$ cat config.mk
export PLATFORM = sky130hd
export DESIGN_NAME = ir_key_events
export DESIGN_NICKNAME = d
export VERILOG_FILES = /design/src/rtl/ir_pkg.sv /design/src/rtl/ir_evt_fifo.sv /design/src/rtl/ir_key_events.sv
export SDC_FILE = /design/constraint.sdc
export NUM_CORES = 1
export LEC_CHECK = 0
export ABC_AREA = 1
export CAP_MARGIN = 20
export CORE_MARGIN = 1
export CORE_UTILIZATION = 60
export DETAILED_ROUTE_END_ITERATION = 10
export GPL_TIMING_DRIVEN = 0
export HOLD_SLACK_MARGIN = 0.15
export PLACE_DENSITY = 0.88
export SLEW_MARGIN = 40
export SYNTH_ARGS = -nofsm -noshare
export SYNTH_HDL_FRONTEND = slang
export SYNTH_SLANG_ARGS = --single-unit
$ cat constraint.sdc
create_clock -name clk -period 6.47 [get_ports clk]
set_input_delay 1.294 -clock clk [delete_from_list [all_inputs] [get_ports clk]]
set_output_delay 1.294 -clock clk [all_outputs]
set_load 0.01 [all_outputs]
$ cat src/rtl/ir_pkg.sv
// Shared types for the NEC key-event path: event codes,
// FSM states, frame byte offsets and the FIFO entry layout.
package ir_pkg;

  localparam logic [1:0] EV_PRESS   = 2'b01;
  localparam logic [1:0] EV_RELEASE = 2'b10;

  localparam int ADDR_LSB  = 0;
  localparam int NADDR_LSB = 8;
  localparam int CMD_LSB   = 16;
  localparam int NCMD_LSB  = 24;

  typedef enum logic [1:0] {
    IDLE = 2'd0,
    HELD = 2'd1,
    SWAP = 2'd2
  } state_t;

  typedef struct packed {
    logic [1:0]  typ;
    logic [15:0] addr;
    logic [7:0]  cmd;
  } ev_t;

  localparam int EV_W = $bits(ev_t);

endpackage

$ cat src/rtl/ir_evt_fifo.sv
// Synchronous event FIFO; push/pop same cycle legal when full.
// Ports: clk, rst (async low), push/din, pop/dout, count.
module ir_evt_fifo #(
  parameter int W     = 26,
  parameter int DEPTH = 4,
  localparam int AW   = $clog2(DEPTH),
  localparam int CW   = AW + 1
) (
  input  logic          clk,
  input  logic          rst,
  input  logic          push,
  input  logic [W-1:0]  din,
  input  logic          pop,
  output logic [W-1:0]  dout,
  output logic [CW-1:0] count
);

  logic [W-1:0]  mem [DEPTH];
  logic [AW-1:0] wp;
  logic [AW-1:0] rp;
  logic          full;
  logic          empty;
  logic          wr;
  logic          rd;

  assign full  = count == CW'(DEPTH);
  assign empty = count == '0;
  assign rd    = pop && !empty;
  // a full FIFO still accepts a push when a pop frees the slot
  assign wr    = push && (!full || rd);

  always_ff @(posedge clk or negedge rst) begin
    if (!rst) begin
      wp    <= '0;
      rp    <= '0;
      count <= '0;
    end else begin
      if (wr) wp <= wp + 1'b1;
      if (rd) rp <= rp + 1'b1;
      count <= count + CW'(wr) - CW'(rd);
    end
  end

  always_ff @(posedge clk) begin
    if (wr) mem[wp] <= din;
  end

  assign dout = mem[rp];

endmodule

$ cat src/rtl/ir_key_events.sv
// NEC frame -> debounced PRESS/RELEASE events via a small FIFO.
// Ports: clk, rst (async low), burst/burst_vld in, ev_* valid/ready
// out, key_down, err_cnt, ovf. Define IR_EXT_ADDR_EN for 16-bit
// extended NEC addresses (no address inverse check).
module ir_key_events
  import ir_pkg::*;
#(
  parameter int CLK_HZ     = 100000000,
  parameter int RELEASE_MS = 120,
  parameter int FIFO_DEPTH = 4
) (
  input  logic        clk,
  input  logic        rst,
  input  logic [31:0] burst,
  input  logic        burst_vld,
  output logic        ev_valid,
  input  logic        ev_ready,
  output logic [1:0]  ev_type,
  output logic [15:0] ev_addr,
  output logic [7:0]  ev_cmd,
  output logic        key_down,
  output logic [7:0]  err_cnt,
  output logic        ovf
);

  localparam int RC = CLK_HZ / 1000 * RELEASE_MS;
  localparam int TW = $clog2(RC + 1);
  localparam int CW = $clog2(FIFO_DEPTH) + 1;
  localparam logic [TW-1:0] RC_T = TW'(RC);

  state_t        state;
  state_t        nstate;
  logic [TW-1:0] timer;
  logic [TW-1:0] ntimer;
  logic [15:0]   key_addr;
  logic [15:0]   nkey_addr;
  logic [7:0]    key_cmd;
  logic [7:0]    nkey_cmd;
  logic          push_q;
  logic          npush;
  ev_t           push_ev;
  ev_t           nev;

  logic          cap_vld;
  logic [31:0]   cap;
  logic          take;
  logic          drop;

  logic [7:0]    f_cmd;
  logic [7:0]    f_ncmd;
  logic [15:0]   f_addr;
  logic          ok;
  logic          f_ok;
  logic          bad;
  logic          same;

  ev_t           head;
  logic [CW-1:0] cnt;
  logic          full;
  logic          pop;
  logic [8:0]    err_sum;

  // a strobe is lost if the previous frame is still unprocessed
  // or the FSM is busy emitting the PRESS half of a key change
  assign take = burst_vld && !cap_vld && (state != SWAP);
  assign drop = burst_vld && !take;

  assign f_cmd  = cap[CMD_LSB +: 8];
  assign f_ncmd = cap[NCMD_LSB +: 8];

`ifdef IR_EXT_ADDR_EN
  assign f_addr = cap[ADDR_LSB +: 16];
  assign ok     = f_ncmd == ~f_cmd;
`else
  assign f_addr = {8'h00, cap[ADDR_LSB +: 8]};
  assign ok     = (f_ncmd == ~f_cmd) &&
                  (cap[NADDR_LSB +: 8] == ~cap[ADDR_LSB +: 8]);
`endif

  assign f_ok = cap_vld && ok;
  assign bad  = cap_vld && !ok;
  assign same = (f_addr == key_addr) && (f_cmd == key_cmd);

  always_comb begin
    nstate    = state;
    ntimer    = timer;
    nkey_addr = key_addr;
    nkey_cmd  = key_cmd;
    npush     = 1'b0;
    nev       = '0;
    unique case (state)
      IDLE: begin
        if (f_ok) begin
          npush     = 1'b1;
          nev.typ   = EV_PRESS;
          nev.addr  = f_addr;
          nev.cmd   = f_cmd;
          nkey_addr = f_addr;
          nkey_cmd  = f_cmd;
          ntimer    = RC_T;
          nstate    = HELD;
        end
      end
      HELD: begin
        // a matching frame beats an expiring timer
        if (f_ok && same) begin
          ntimer = RC_T;
        end else if (f_ok) begin
          npush     = 1'b1;
          nev.typ   = EV_RELEASE;
          nev.addr  = key_addr;
          nev.cmd   = key_cmd;
          nkey_addr = f_addr;
          nkey_cmd  = f_cmd;
          nstate    = SWAP;
        end else if (timer == '0) begin
          npush    = 1'b1;
          nev.typ  = EV_RELEASE;
          nev.addr = key_addr;
          nev.cmd  = key_cmd;
          nstate   = IDLE;
        end else begin
          ntimer = timer - 1'b1;
        end
      end
      SWAP: begin
        // key already holds the new frame's key
        npush    = 1'b1;
        nev.typ  = EV_PRESS;
        nev.addr = key_addr;
        nev.cmd  = key_cmd;
        ntimer   = RC_T;
        nstate   = HELD;
      end
      default: nstate = IDLE;
    endcase
  end

  assign err_sum = {1'b0, err_cnt} + 9'(drop) + 9'(bad);

  always_ff @(posedge clk or negedge rst) begin
    if (!rst) begin
      state    <= IDLE;
      timer    <= '0;
      key_addr <= '0;
      key_cmd  <= '0;
      push_q   <= 1'b0;
      push_ev  <= '0;
      cap_vld  <= 1'b0;
      cap      <= '0;
      err_cnt  <= '0;
      ovf      <= 1'b0;
    end else begin
      state    <= nstate;
      timer    <= ntimer;
      key_addr <= nkey_addr;
      key_cmd  <= nkey_cmd;
      push_q   <= npush;
      push_ev  <= nev;
      cap_vld  <= take;
      if (take) cap <= burst;
      err_cnt  <= err_sum[8] ? 8'hFF : err_sum[7:0];
      if (push_q && full && !pop) ovf <= 1'b1;
    end
  end

  ir_evt_fifo #(
    .W     (EV_W),
    .DEPTH (FIFO_DEPTH)
  ) u_fifo (
    .clk   (clk),
    .rst   (rst),
    .push  (push_q),
    .din   (push_ev),
    .pop   (pop),
    .dout  (head),
    .count (cnt)
  );

  assign full     = cnt == CW'(FIFO_DEPTH);
  assign ev_valid = cnt != '0;
  assign pop      = ev_valid && ev_ready;

  // mask unreset storage so outputs read 0 when empty
  assign ev_type  = ev_valid ? head.typ  : 2'b00;
  assign ev_addr  = ev_valid ? head.addr : 16'h0000;
  assign ev_cmd   = ev_valid ? head.cmd  : 8'h00;
  assign key_down = (state == HELD) || (state == SWAP);

endmodule
==> impl_metrics.ini <==
[drt]
wl_mm = 22.96
vias = 8095
vias_per_cell = 5.526
wire_per_inst_microns = 15.67
drc = 0
drtIter0Drc = 864
ant_nets = 0
first_pass_iters = 8

[sta]
final.setup_skew_ns = 0.007348
max_freq_mhz = 227.7
hold_ws_ns = 0.4781
setup_viol = 0
rsz0062_at_grt = no
fin_crit_ns = 4.392
tns_ns = 0
timing.final.crit_share = 0.6788
tightest_slew_ns = 0.6097
hold_violations = 0
maxSlewViolCount = 0
worst_slack_ns = 2.078
max_slew_margin = 0.5926

[synthesis]
yosys.area_share.simple = 0.2796
synth_top_cell_area_share = 0.2897
netlist_area_sq_um = 9502
yosysWarnings = 0
yosysUniqueCellTypes = 39
synthMuxAreaShare = 0
synth_edf_count = 72
synthArstFlopShare = 0.6044
synth_adder_area_share = 0.02133
netlist_instances = 1150
ys_seq_area_frac = 0.5173
synth_top_area_cell = dfrtp_1
synth_top_family_by_area = simple AND/OR/NAND/NOR gates
synth_compound_area_frac = 0.06874
post_synth.cell_area_avg_sq_um = 8.262
ys.flop_type = dfrtp_1
ys_top_cells_by_area = dfrtp_1 (29%), edfxtp_1 (23%), nand2_1 (12%), nor2_1 (6.8%), inv_1 (4.2%)
synth-seq-cells = 182
synth_xor_area_frac = 0.03503

[worst_setup_path]
crit_path_frequent_cell = clkbuf_1
crit_family = buffers and inverters
worst-endpoint-required_ns = 5.18
crit_arrival_ns = 3.10
critical_path.cell_chain = clkbuf_1 -> clkinv_1 -> clkbuf_1 -> nor2_1 -> o21ai_0 -> a21oi_1 -> clkdlybuf4s50_1
crit_path_end_kind = primary output
cp_slowest_cell = clkdlybuf4s50_1
cp_max_fo = 10
crit_path_start_kind = register
rrSetupSlack_ns = 2.86
critical_path_class = register to primary output
slowest_delay_ns = 0.57
crit_buf_inv = 4

[placed_design]
placedCellCount = 1433
globalplace.congestion = 0.9138
post-place-ws_ns = 2.493
port_buffers = 64
dp_hpwl_mm = 16.16

[power]
power.total_w = 0.004007
power.density_nw_per_um2 = 361.9
p_leak_nw = 5.203
ir_drop_mv = 0.1966

[cells_and_area]
layout_common_cells = nand2_1 (311), nor2_1 (169), dfrtp_1 (110)
layout-drive-gt1-share = 0.08134
instances_no_fill = 1465
area_growth_pct = 16.54
final_common_cell = nand2_1
antennaDiodeCount = 0
fillers = 1175
final_nets = 1292

[die]
core_sq_um = 15310
start_util = 0.6204
rows = 45
fp.dieArea_sq_um = 16340
fp.dieH_microns = 127.8
die_w_microns = 127.8
pin_count = 73

[clocking]
clk_path_buf_depth = 2
root_buffer = clkbuf_16
htreeDepth = 4
post-cts-setup-buffers = 0
clk_pin_slew_ns = 0.07
cts_buffers = 17
clkSinkCount = 182
ctsResizeCount = 0
clk_latency_ns = 0.43
cts_tree = built
cts_hold_buf = 0

[grt]
overflow = 0
grt_max_degree = 57
antenna_found_initial = 0
grt_pass1_vias = 7648
grtUsageTotal = 0.2946
grt_pass1_wl_mm = 37.14

[run_status]
status = completed

[flow_run]
max_cap_viol_count = 0

[hold_path]
hp-class = register to register
==> synth_stat cells (14+ instances only) <==
library cell / count
inv_1: 106
dfrtp_1: 110
clkbuf_1: 21
o21ai_0: 71
nor2_1: 173
a21oi_1: 19
edfxtp_1: 72
xnor2_1: 24
nand4_1: 45
xor2_1: 14
nand2_1: 311
nand3_1: 66
==> where the power goes <==
group,internal (W),switching [W],total [W]
Clock,0.000574,0.000446,0.00102
Combinational,0.000605,0.000920,0.00153
Sequential,0.00132,0.000142,0.00146
==> worst register-to-register path, delay by kind of cell, from the launching register on <==
family                     cells  cell delay, ns
buffers and inverters          5            1.17
and+or+nand+nor                5            1.12
adders and majority gates      3            0.71
DFF                            1            0.43
AOI/OAI and AO/OA              1            0.13
==> through the flow <==
stage,util,cell area [sq um]
floorplan,-,9528
global placement,0.6812,10430
detailed placement,0.6853,10500
CTS,0.7230,11070
global route,0.7230,11070
finish,0.7230,11070
==> routing by layer <==
layer,GRT usage,vias up,wire (microns)
li1,-,3881,-
met1,0.3866,3776,9604
met2,0.4942,395,11240
met3,0.04758,43,1630
met4,0.1128,0,483
met5,0,-,0
==> state kept, by name (all words and copies together) (netlist names), 2 cells and up <==
register      cells
err_cnt           8
state             2
u_fifo.rp         2
timer            24
push_ev          18
u_fifo.wp         2
cap              32
key_cmd           8
u_fifo.mem       72
u_fifo.count      3
key_addr          8
==> final timing paths <==
path / end / start / depth (start not counted)
min: ovf$_DFFE_PN0P_ / ovf$_DFFE_PN0P_ / 1
max reg2reg: err_cnt[2]$_DFF_PN0_ / state[0]$_DFFE_PN0P_ / 14
max: ev_cmd[3] / u_fifo.rp[1]$_DFFE_PN0P_ / 7
max in group asynchronous: key_cmd[4]$_DFFE_PN0P_ / rst / 2
min in group asynchronous: state[1]$_DFFE_PN0P_ / rst / 1
min reg2reg: ovf$_DFFE_PN0P_ / ovf$_DFFE_PN0P_ / 1
==> cell families (layout without fill, tap and decap cells) <==
group / count (synthesis) / after routing
buffers and inverters: 171 / 268
xor gates and xnor gates: 38 / 38
adders and majority gates: 15 / 15
AOI/OAI and AO/OA: 117 / 117
DFF: 182 / 182
and+or+nand+nor: 626 / 626
other: 1 / 8
==> layout make-up <==
type                    count  area [sq um]  area share
inverters                 117         439.2     0.03966
repair buffers             65         673.1     0.06079
multi-input cells         804          3905      0.3527
plain buffers              54         299.0     0.02701
well taps                 211         264.0     0.02384
flip-flops and latches    182          4915      0.4438
clock inverters            14         148.9     0.01345
clock buffers              18         429.2     0.03876
No activity file was read; power rests on OpenSTA's default activity.
